## config.mk

```make
export PLATFORM = sky130hd
export DESIGN_NAME = di_bus_arbiter_flat
export DESIGN_NICKNAME = d
export VERILOG_FILES = /design/src/rtl/di_bus_arbiter_if.sv /design/src/rtl/di_bus_arbiter.sv /design/src/flat_wrapper.sv
export SDC_FILE = /design/constraint.sdc
export NUM_CORES = 1
export LEC_CHECK = 0
export ABC_AREA = 1
export BUFFER_PORTS_ARGS = -buffer_cell sky130_fd_sc_hd__buf_2
export CORE_AREA = 2 2 83 85
export DETAILED_ROUTE_END_ITERATION = 7
export DIE_AREA = 0 0 85 87
export GPL_TIMING_DRIVEN = 0
export PLACE_DENSITY = 0.72
export SYNTH_ARGS = -nofsm -noshare
export SYNTH_HDL_FRONTEND = slang
export SYNTH_SLANG_ARGS = --single-unit
export TNS_END_PERCENT = 5
```

## constraint.sdc

```tcl
create_clock -name ifclk -period 2 [get_ports ifclk]
set_clock_uncertainty 0.15 [all_clocks]
set_input_delay 0 -clock ifclk [delete_from_list [all_inputs] [get_ports ifclk]]
set_output_delay 0 -clock ifclk [all_outputs]
set_load 0.01 [all_outputs]
```

## src/rtl/di_bus_arbiter_if.sv

```systemverilog
// di_bus_arbiter_if: one master's request/grant handshake and register bus toward the arbiter
interface di_bus_arbiter_if #(parameter int DW = 16, parameter int AW = 16);
    logic          req;
    logic          gnt;
    logic [AW-1:0] term_addr;
    logic [AW-1:0] reg_addr;
    logic [DW-1:0] reg_datai;
    logic          write;
    logic          read;
    logic          read_req;
    logic [DW-1:0] reg_datao;
    logic          read_rdy;
    logic          write_rdy;
    modport master (
        output req, term_addr, reg_addr, reg_datai, write, read, read_req,
        input  gnt, reg_datao, read_rdy, write_rdy
    );
    modport slave (
        input  req, term_addr, reg_addr, reg_datai, write, read, read_req,
        output gnt, reg_datao, read_rdy, write_rdy
    );
endinterface

```

## src/rtl/di_bus_arbiter.sv

```systemverilog
// di_bus_arbiter: burst-granular round-robin sharing of the di_* terminal bus between two masters
module di_bus_arbiter #(
    parameter int DW = 16,
    parameter int AW = 16
) (
    input  logic                  ifclk,
    input  logic                  reset,
    di_bus_arbiter_if.slave       m0,
    di_bus_arbiter_if.slave       m1,
    output logic [AW-1:0]         di_term_addr,
    output logic [AW-1:0]         di_reg_addr,
    output logic [DW-1:0]         di_reg_datai,
    output logic                  di_write,
    output logic                  di_read,
    output logic                  di_read_req,
    input  logic [DW-1:0]         di_reg_datao,
    input  logic                  di_read_rdy,
    input  logic                  di_write_rdy,
    output logic                  last_owner,
    output logic                  err,
    input  logic                  err_clr
);
    typedef enum logic [1:0] {IDLE, OWN0, OWN1, GAP} state_t;
    state_t state, state_n;
    logic own0, own1, held, sel1, blank, viol;
    assign own0 = (state == OWN0);
    assign own1 = (state == OWN1);
    always_ff @(posedge ifclk) begin
        if (reset) begin
            state      <= IDLE;
            last_owner <= 1'b1;
            held       <= 1'b0;
            err        <= 1'b0;
        end else begin
            state <= state_n;
            if ((own0 && !m0.req) || (own1 && !m1.req)) begin
                last_owner <= own1;
                held       <= 1'b1;
            end
            err <= viol | (err & ~err_clr);
        end
    end
    always_comb begin
        state_n = state;
        state_n = own0 ? (m0.req ? OWN0 : GAP) :
                  own1 ? (m1.req ? OWN1 : GAP) :
                  (state == GAP) ? IDLE :
                  (m0.req && m1.req) ? (last_owner ? OWN0 : OWN1) :
                  m0.req ? OWN0 :
                  m1.req ? OWN1 : IDLE;
    end
    // outside a burst the bus keeps the last owner's values; zero until anyone has owned it
    assign sel1  = own1 | (~own0 & last_owner);
    assign blank = reset | (~own0 & ~own1 & ~held);
    assign di_term_addr = blank ? '0 : sel1 ? m1.term_addr : m0.term_addr;
    assign di_reg_addr  = blank ? '0 : sel1 ? m1.reg_addr  : m0.reg_addr;
    assign di_reg_datai = blank ? '0 : sel1 ? m1.reg_datai : m0.reg_datai;
    assign di_write    = ~reset & ((own0 & m0.write)    | (own1 & m1.write));
    assign di_read     = ~reset & ((own0 & m0.read)     | (own1 & m1.read));
    assign di_read_req = ~reset & ((own0 & m0.read_req) | (own1 & m1.read_req));
    assign viol = (~own0 & (m0.write | m0.read | m0.read_req)) |
                  (~own1 & (m1.write | m1.read | m1.read_req));
    assign m0.gnt       = own0;
    assign m1.gnt       = own1;
    assign m0.read_rdy  = di_read_rdy & own0;
    assign m1.read_rdy  = di_read_rdy & own1;
    assign m0.write_rdy = di_write_rdy & own0;
    assign m1.write_rdy = di_write_rdy & own1;
    assign m0.reg_datao = di_reg_datao;
    assign m1.reg_datao = di_reg_datao;
endmodule

```

## src/flat_wrapper.sv

```systemverilog
// flat-port wrapper written by rule: the top's interface ports become plain ports
module di_bus_arbiter_flat 
#(
    parameter int DW = 16,
    parameter int AW = 16
)
  (ifclk, reset, di_term_addr, di_reg_addr, di_reg_datai, di_write, di_read, di_read_req, di_reg_datao, di_read_rdy, di_write_rdy, last_owner, err, err_clr, m0_req, m0_term_addr, m0_reg_addr, m0_reg_datai, m0_write, m0_read, m0_read_req, m0_gnt, m0_reg_datao, m0_read_rdy, m0_write_rdy, m1_req, m1_term_addr, m1_reg_addr, m1_reg_datai, m1_write, m1_read, m1_read_req, m1_gnt, m1_reg_datao, m1_read_rdy, m1_write_rdy);
  di_bus_arbiter_if #(.DW(DW), .AW(AW)) m0_i ();
  di_bus_arbiter_if #(.DW(DW), .AW(AW)) m1_i ();
  input  logic ifclk;
  input  logic reset;
  output logic [AW-1:0] di_term_addr;
  output logic [AW-1:0] di_reg_addr;
  output logic [DW-1:0] di_reg_datai;
  output logic di_write;
  output logic di_read;
  output logic di_read_req;
  input  logic [DW-1:0] di_reg_datao;
  input  logic di_read_rdy;
  input  logic di_write_rdy;
  output logic last_owner;
  output logic err;
  input  logic err_clr;
  input wire logic [$bits(m0_i.req)-1:0] m0_req;
  input wire logic [$bits(m0_i.term_addr)-1:0] m0_term_addr;
  input wire logic [$bits(m0_i.reg_addr)-1:0] m0_reg_addr;
  input wire logic [$bits(m0_i.reg_datai)-1:0] m0_reg_datai;
  input wire logic [$bits(m0_i.write)-1:0] m0_write;
  input wire logic [$bits(m0_i.read)-1:0] m0_read;
  input wire logic [$bits(m0_i.read_req)-1:0] m0_read_req;
  output wire logic [$bits(m0_i.gnt)-1:0] m0_gnt;
  output wire logic [$bits(m0_i.reg_datao)-1:0] m0_reg_datao;
  output wire logic [$bits(m0_i.read_rdy)-1:0] m0_read_rdy;
  output wire logic [$bits(m0_i.write_rdy)-1:0] m0_write_rdy;
  input wire logic [$bits(m1_i.req)-1:0] m1_req;
  input wire logic [$bits(m1_i.term_addr)-1:0] m1_term_addr;
  input wire logic [$bits(m1_i.reg_addr)-1:0] m1_reg_addr;
  input wire logic [$bits(m1_i.reg_datai)-1:0] m1_reg_datai;
  input wire logic [$bits(m1_i.write)-1:0] m1_write;
  input wire logic [$bits(m1_i.read)-1:0] m1_read;
  input wire logic [$bits(m1_i.read_req)-1:0] m1_read_req;
  output wire logic [$bits(m1_i.gnt)-1:0] m1_gnt;
  output wire logic [$bits(m1_i.reg_datao)-1:0] m1_reg_datao;
  output wire logic [$bits(m1_i.read_rdy)-1:0] m1_read_rdy;
  output wire logic [$bits(m1_i.write_rdy)-1:0] m1_write_rdy;
  assign m0_i.req = m0_req;
  assign m0_i.term_addr = m0_term_addr;
  assign m0_i.reg_addr = m0_reg_addr;
  assign m0_i.reg_datai = m0_reg_datai;
  assign m0_i.write = m0_write;
  assign m0_i.read = m0_read;
  assign m0_i.read_req = m0_read_req;
  assign m0_gnt = m0_i.gnt;
  assign m0_reg_datao = m0_i.reg_datao;
  assign m0_read_rdy = m0_i.read_rdy;
  assign m0_write_rdy = m0_i.write_rdy;
  assign m1_i.req = m1_req;
  assign m1_i.term_addr = m1_term_addr;
  assign m1_i.reg_addr = m1_reg_addr;
  assign m1_i.reg_datai = m1_reg_datai;
  assign m1_i.write = m1_write;
  assign m1_i.read = m1_read;
  assign m1_i.read_req = m1_read_req;
  assign m1_gnt = m1_i.gnt;
  assign m1_reg_datao = m1_i.reg_datao;
  assign m1_read_rdy = m1_i.read_rdy;
  assign m1_write_rdy = m1_i.write_rdy;
  di_bus_arbiter #(.DW(DW), .AW(AW)) u_core (.ifclk(ifclk), .reset(reset), .m0(m0_i), .m1(m1_i), .di_term_addr(di_term_addr), .di_reg_addr(di_reg_addr), .di_reg_datai(di_reg_datai), .di_write(di_write), .di_read(di_read), .di_read_req(di_read_req), .di_reg_datao(di_reg_datao), .di_read_rdy(di_read_rdy), .di_write_rdy(di_write_rdy), .last_owner(last_owner), .err(err), .err_clr(err_clr));
endmodule
```

Word-level counts from Yosys, hierarchy flattened
Cells that the tools add are included.

Equality and inequality tests: 3. Mux-type cells: 15. Bitwise gates (word level): 35. Reduce and logical (&&, ||, !) cells: 6.

Operators by type and width (number): two-way mux 16 bit (6); bitwise AND 1 bit (19); two-way mux 2 bit (8); bitwise OR 1 bit (11); inverter 1 bit (5); == test 2 bit, second input constant (2); logical AND 1 bit (3); == test 2 x 1 -> 1 bit, second input constant (1); zero test 1 bit (2); logical OR 1 bit (1); two-way mux 1 bit (1).

Flip-flop bits (word level): 5. Input bits: 125. Output and inout port bits: 91. Logic and storage cells: 63.

Depth between registers and ports, before layout
Gate-level depths: netlist (run 1).

Depth after elaboration: 6. Depth in mapped cells: 10. Depth with buffers taken out: 8.

Worst setup path after synthesis (run 1)
Ideal clock, no wire load.

Path type: register -> output. Start point: register u_core.state[0]. End point: output di_reg_addr[10]. Arrival time: 1.501 ns. Required time: 1.850 ns. Slack: 0.349 ns. Stages on the path, launching flop included: 11. Path through: dfxtp_1 > inv_1 > ha_1 > buf_4 > inv_2 > nand2_2 > clkinv_2 > buf_6 > buf_6 > nand2_1 > a21oi_1.

Word-level cells in the longest chain between the ends: 6. Elaborated cells on any way between the ends: 11. Classes of those cells: eq/ne (2); mux (2); bitwise (7).

RTL lines: start, declared (line di_bus_arbiter.sv:24) `state_t state, state_n;`; start signal, assigned (line di_bus_arbiter.sv:35) `state <= state_n;`; == test 2 bit (*) (line di_bus_arbiter.sv:27) `assign own1 = (state == OWN1);`; named net m1_gnt (line flat_wrapper.sv:42) `output wire logic [$bits(m1_i.gnt)-1:0] m1_gnt;`; inverter 1 bit (line di_bus_arbiter.sv:54) `assign blank = reset | (~own0 & ~own1 & ~held);`; bitwise AND 1 bit (2 in series) (line di_bus_arbiter.sv:54); bitwise OR 1 bit (line di_bus_arbiter.sv:54); two-way mux 16 bit (*) (line di_bus_arbiter.sv:56) `assign di_reg_addr = blank ? '0 : sel1 ? m1.reg_addr : m0.reg_addr;`; end, declared (line flat_wrapper.sv:13) `output logic [AW-1:0] di_reg_addr;`.

Mark *: on every way through the listed nets, which the timed path passes. The rest lies on a longest branch.

Worst setup path in the final report (run 1)
Start point: register u_core.state[0]. End point: output di_reg_addr[14].

Word-level cells in the longest chain between the ends: 6. Elaborated cells on any way between the ends: 11. Classes of those cells: eq/ne (2); mux (2); bitwise (7).

RTL lines (line): == test 2 x 1 -> 1 bit / == test 2 bit (equally long branches) (di_bus_arbiter.sv:26, di_bus_arbiter.sv:27); inverter 1 bit, on equally long branches (di_bus_arbiter.sv:53, di_bus_arbiter.sv:54); bitwise AND 1 bit, on equally long branches (di_bus_arbiter.sv:53, di_bus_arbiter.sv:54); bitwise OR 1 bit / bitwise AND 1 bit (equally long branches) (di_bus_arbiter.sv:53, di_bus_arbiter.sv:54); two-way mux 16 bit / bitwise OR 1 bit (equally long branches) (di_bus_arbiter.sv:56, di_bus_arbiter.sv:54); two-way mux 16 bit (*) (di_bus_arbiter.sv:56).

Mark *: on every way between the ends. The rest lies on a longest branch, timed or not.

==> results of run 1 <==
[cell usage in the layout, fill, tap and decap left out, types with 3 or more instances in the layout]
| cell type | instances |
|---|---|
| buf_2 | 201 |
| dlygate4sd3_1 | 4 |
| nand2_1 | 108 |
| nand2_2 | 10 |
| a21oi_2 | 15 |
| buf_4 | 41 |
| dfxtp_2 | 3 |
| inv_1 | 14 |
| buf_12 | 3 |
| clkbuf_8 | 3 |
| o21ai_0 | 4 |
| nor2_1 | 4 |
| a21oi_1 | 40 |
| buf_6 | 4 |
[kinds of logic after synthesis]
kind of cell	Yosys count	synth area share
flops	5	0.0705
compound gates	60	0.238
buf+inv	66	0.301
fa+ha+maj	4	0.0352
simple gates	126	0.355
[Yosys cell counts (2+ instances only)]
master | number | area share
a21oi_1 | 45 | 0.16
a21oi_2 | 10 | 0.062
buf_2 | 5 | 0.018
buf_4 | 37 | 0.20
buf_6 | 3 | 0.024
clkbuf_1 | 2 | 0.0053
dfxtp_1 | 5 | 0.070
ha_1 | 4 | 0.035
inv_1 | 15 | 0.040
inv_2 | 2 | 0.0053
nand2_1 | 108 | 0.29
nand2_2 | 11 | 0.048
nand3_1 | 2 | 0.0070
nor2_1 | 4 | 0.011
o21ai_0 | 4 | 0.014
[final cells by class]
class / instances / area share
plain buffers: 48 / 0.147
clock buffers: 4 / 0.0163
inverters: 18 / 0.0272
multi-input cells: 190 / 0.335
flip-flops and latches: 5 / 0.0376
well taps: 80 / 0.0362
repair buffers: 211 / 0.401
[where the power goes]
group          total [uW]  switching [uW]  internal, uW
Sequential            128            12.8           116
Clock                 187            50.4           137
Combinational        1200             638           564
[metal layers]
layer	track usage	up-vias	routed length, microns
li1	-	1213	-
met1	0.158	990	2220
met2	0.274	124	2960
met3	0.0209	5	540
met4	0.0274	0	44
met5	0	-	0
[critical path, stage by stage, from the launching register on]
cell and delay (ns):
dfxtp_2 0.35, inv_1 0.07, ha_2 0.19, buf_6 0.14
inv_4 0.06, nand2_4 0.07, clkinv_4 0.06, buf_12 0.12
buf_8 0.12, nand2_1 0.06, a21oi_2 0.12, buf_2 0.15
[metrics by stage]
stage	setup slack, ns	cell area, sq um	total power [uW]	utilization
2_1_floorplan	0.349	1420	783	-
3_3_place_gp	0.0405	2520	1170	0.383
3_5_place_dp	-0.00901	2520	1190	0.383
4_1_cts	0.00823	2680	1470	0.408
5_1_grt	-0.0244	2760	1660	0.421
6_report	0.112	2760	1520	0.421
[worst min-delay path by stage]
stage,startpoint,end
detailed placement,di_reg_datao[7],m1_reg_datao[7]
CTS,err_clr,u_core.err$_SDFF_PP0_
global placement,di_reg_datao[7],m1_reg_datao[7]
global route,di_reg_datao[12],m1_reg_datao[12]
finish,err_clr,u_core.err$_SDFF_PP0_
floorplan,reset,di_read
[sequential cells by signal, indices dropped and copies added, names as in the netlist]
name,cells
u_core.err,1
u_core.held,1
u_core.last_owner,1
u_core.state,2
[repair_timing]
item                       4_1_cts  5_1_grt
buffers inserted                 2        6
hold buffers                     5        0
resized for setup               12       18
setup endpoints to repair       41       48
hold endpoints to repair         3        0
==> results.json, run 1 <==
{
  "status": "completed",
  "drc": 0,
  "critPathLaunch": "u_core.state[0]$_SDFF_PP0_",
  "dp.cells": 540,
  "clkSinkCount": 5,
  "period_share": 0.944,
  "fillCellCount": 683,
  "area_growth_pct": 94.5,
  "hold_slack_ns": 0.0184,
  "n_antenna_cell": 0,
  "numCtsBuffers": 3,
  "min_path_type": "primary input to flop",
  "ios": 216,
  "synth_warnings": 0,
  "start_util": 0.216,
  "final.setup.tns_ns": 0,
  "grt_pass1_wl_microns": 8760,
  "drt_iter0_drc": 33,
  "endpoint_kind": "primary output",
  "nNetsFinal": 606,
  "multi_input_area_sq_um": 925,
  "setup_viol": 0,
  "holdPathStages": 6,
  "clk_latency_ns": 0.22,
  "fin_cells": 556,
  "viasPerCell": 4.19,
  "async_flop_share": 0,
  "path_class": "flop to primary output",
  "coreArea_sq_um": 6570,
  "grt_pass1_vias": 2101,
  "timing.rr.end": "u_core.state[1]$_SDFF_PP0_",
  "dp_hpwl_microns": 4770,
  "io_buffers": 199,
  "cts_buffer_depth": 2,
  "cp_max_fo": 10,
  "syn_area_sq_um": 1420,
  "htree_levels": 1,
  "period_needed_ns": 1.89,
  "rows": 30,
  "routedWlPerCell_microns": 10.4,
  "r2r_cells": 5,
  "clock-root-buffer": "clkbuf_8",
  "fp.dieH_microns": 87,
  "reg2reg_slack_ns": 0.29,
  "pwr_density_cell_nw_per_um2": 549,
  "antenna_found_initial": 0,
  "cp.arrival_ns": 1.74,
  "start_kind": "flop",
  "finalWeightedCongestion": 0.842,
  "ys_seq_area_frac": 0.0705,
  "ir_worst_vdd_mv": 0.382,
  "firstDrtPassIters": 4,
  "worst_slew_pin_slew_ns": 0.243,
  "synth_ff_type": "dfxtp_1",
  "avgSynthCellArea_sq_um": 5.44,
  "slew_headroom": 0.837,
  "ys_ff_latch": 5,
  "vias": 2332,
  "drv_slew": 0,
  "max_freq_mhz": 530,
  "cp.required_ns": 1.85,
  "ant_nets": 0,
  "synth_nets": 390,
  "ys_types": 19,
  "drive_gt1_frac": 0.618,
  "grt_usage": 0.139,
  "power.leakage_uw": 0.00171,
  "grt_max_degree": 11,
  "overflow": 0,
  "die_w_microns": 85,
  "cts_tree": "built",
  "synth_edf_count": 0,
  "drt_wl_total_microns": 5770,
  "hold_viol": 0,
  "regArea_sq_um": 104,
  "synth_cells": 261,
  "endpoint": "di_reg_addr[14]",
  "clk_pin_slew_ns": 0.04,
  "cap_violations": 0,
  "r2r_start": "u_core.state[1]$_SDFF_PP0_",
  "dieArea_sq_um": 7400
}
Power figures use the tool's default switching activity.
==> inputs of run 2 (changes only) <==
--- a/config.mk
+++ b/config.mk
@@ -6,8 +6,9 @@
 export NUM_CORES = 1
 export LEC_CHECK = 0
 export ABC_AREA = 1
-export BUFFER_PORTS_ARGS = -buffer_cell sky130_fd_sc_hd__buf_2
+export BUFFER_PORTS_ARGS = -buffer_cell sky130_fd_sc_hd__buf_4
 export CORE_AREA = 2 2 83 85
+export CTS_BUF_LIST = sky130_fd_sc_hd__clkbuf_2 sky130_fd_sc_hd__clkbuf_4 sky130_fd_sc_hd__clkbuf_8
 export DETAILED_ROUTE_END_ITERATION = 7
 export DIE_AREA = 0 0 85 87
 export GPL_TIMING_DRIVEN = 0
==> run 2 against run 1 <==
Effect of this change: the run now ends with negative hold slack left; die area unchanged; utilization increased by 7.4 points; non-clock buffer count decreased by 5; sequential power about the same; via count increased by 2.0%; critical path type unchanged; largest power group unchanged.
==> results.json, run 2 (same netlist as run 1, synthesis figures left out) <==
{
  "p_int_uw": 971,
  "violations": "negative hold slack",
  "dp.cells": 540,
  "drive_gt1_frac": 0.614,
  "start_util": 0.216,
  "htree_levels": 1,
  "critPathMaxStageDelay_ns": 0.35,
  "cp_common_cell": "buf_4",
  "use_met1": 0.175,
  "grtUsageMet2": 0.295,
  "clk_latency_ns": 0.22,
  "place_ws_ns": 0.0518,
  "cts_buffer_depth": 2,
  "ant_nets": 0,
  "grtUsageMet3": 0.0227,
  "regMostFlops": "u_core.state",
  "overflow": 0,
  "drt_iter0_drc": 38,
  "largest_reg_flops": 2,
  "p_seq_frac": 0.076,
  "ir_worst_vdd_mv": 0.439,
  "coreArea_sq_um": 6570,
  "slew_headroom": 0.852,
  "grt_max_degree": 11,
  "grt_pass1_wl_microns": 9490,
  "cp.required_ns": 1.85,
  "rsz0062_at_grt": "yes",
  "routedWlPerCell_microns": 11.7,
  "setup_slack_ns": 0.0767,
  "comb_power_share": 0.804,
  "cp.arrival_ns": 1.77,
  "clk_pin_slew_ns": 0.03,
  "switching_power_uw": 723,
  "max_freq_mhz": 520,
  "crit_chain": "inv_1 > ha_2 > buf_6 > inv_4 > nand2_4 > clkinv_4 > buf_12 > buf_4 > nand2_1 > a21oi_2 > buf_4",
  "power.leakage_uw": 0.00183,
  "antenna_found_initial": 0,
  "rows": 30,
  "crit_family": "buffers and inverters",
  "crit_buf_inv": 7,
  "die_w_microns": 85,
  "finalWeightedCongestion": 0.813,
  "hold_viol": 1,
  "pwr_density_cell_nw_per_um2": 522,
  "drt_wl_total_microns": 6450,
  "n_antenna_cell": 0,
  "hold_slack_ns": -0.00111,
  "cp_max_fo": 10,
  "fp.dieH_microns": 87,
  "clock_power_share": 0.119,
  "viasPerCell": 4.32,
  "period_share": 0.962,
  "dieArea_sq_um": 7400,
  "start_kind": "flop",
  "dp_hpwl_microns": 5270,
  "path_class": "flop to primary output",
  "setup_viol": 0,
  "grt_pass1_vias": 2129,
  "ios": 216,
  "final_common_cell": "buf_4",
  "fin_cells": 551,
  "clkSinkCount": 5,
  "firstDrtPassIters": 4,
  "endpoint_kind": "primary output",
  "grt-busiest-layer": "met2",
  "cts_tree": "built",
  "status": "complete, but fails checks",
  "drv_slew": 0,
  "drc": 0,
  "cap_violations": 0,
  "crit_slowest_cell": "dfxtp_4",
  "grt_usage": 0.152,
  "nNetsFinal": 601,
  "io_buffers": 199,
  "worst_slew_pin_slew_ns": 0.220,
  "period_needed_ns": 1.92,
  "mostFrequentLayoutCells": "235 x buf_4, 108 x nand2_1, 39 x a21oi_1",
  "clock-root-buffer": "clkbuf_8",
  "netSwitchingFraction": 0.427,
  "area_growth_pct": 129,
  "vias": 2378,
  "min_path_type": "primary input to flop",
  "numCtsBuffers": 3
}
[run 2: final timing paths]
check	slack [ns]	endpoint	from	cells after the start
worst max-delay path	0.08	di_reg_datai[3]	u_core.state[0]$_SDFF_PP0_	11
worst min register to register	0.35	u_core.held$_SDFFE_PP0P_	u_core.held$_SDFFE_PP0P_	2
worst max register to register	0.35	u_core.state[1]$_SDFF_PP0_	u_core.state[1]$_SDFF_PP0_	5
worst min-delay path	-0.001	u_core.state[0]$_SDFF_PP0_	m1_req	4
[run 2: worst register-to-register path: cells and delay by family, from the launching register on]
family	cells	cell delay (ns)
fa+ha+maj	1	0.20
flops	1	0.34
compound gates	2	0.19
buf+inv	2	0.64
[run 2: final cells by class]
cell class / count / area, sq um
Buffer: 48 / 423
Clock buffer: 4 / 48.8
Fill cell: 668 / 3320
Inverter: 18 / 75.1
Multi-Input combinational cell: 190 / 938
Sequential cell: 5 / 105
Tap cell: 80 / 100
Timing Repair Buffer: 206 / 1560
[run 2: per-stage QoR]
stage	instance area [sq um]	util	hold WS, ns	power [uW]	setup TNS (ns)
after floorplan	1420	-	-0.106	783	0
after detailed placement	3010	0.459	0.0271	1370	0
after CTS	3180	0.485	0.00810	1660	0
final	3250	0.494	-0.00111	1690	0
after global routing	3250	0.494	0.0281	1830	-0.0582
after global placement	3010	0.459	0.0267	1350	0
[run 2: metal layers]
layer  vias to the layer above  wire length [microns]  share of wire
met2                       113                   3410           0.53
met3                         4                    551          0.085
met4                         0                     39         0.0060
met5                         -                      0              0
met1                      1057                   2450           0.38
li1                       1204                      -              -
[run 2: what timing repair did]
item	CTS	global route
pin swaps	0	1
gates resized for setup	16	20
setup buffers	2	0
setup endpoints to repair	40	41
hold buffers	5	0
hold endpoints to repair	5	0
cloned	1	0
[run 2: power by group through the flow]
stage               Combinational (uW)  Clock [uW]  Sequential, uW
floorplan                          657           0             126
global placement                  1230           0             126
detailed placement                1240           0             126
CTS                               1330         209             126
global route                      1490         213             131
finish                            1360         202             129
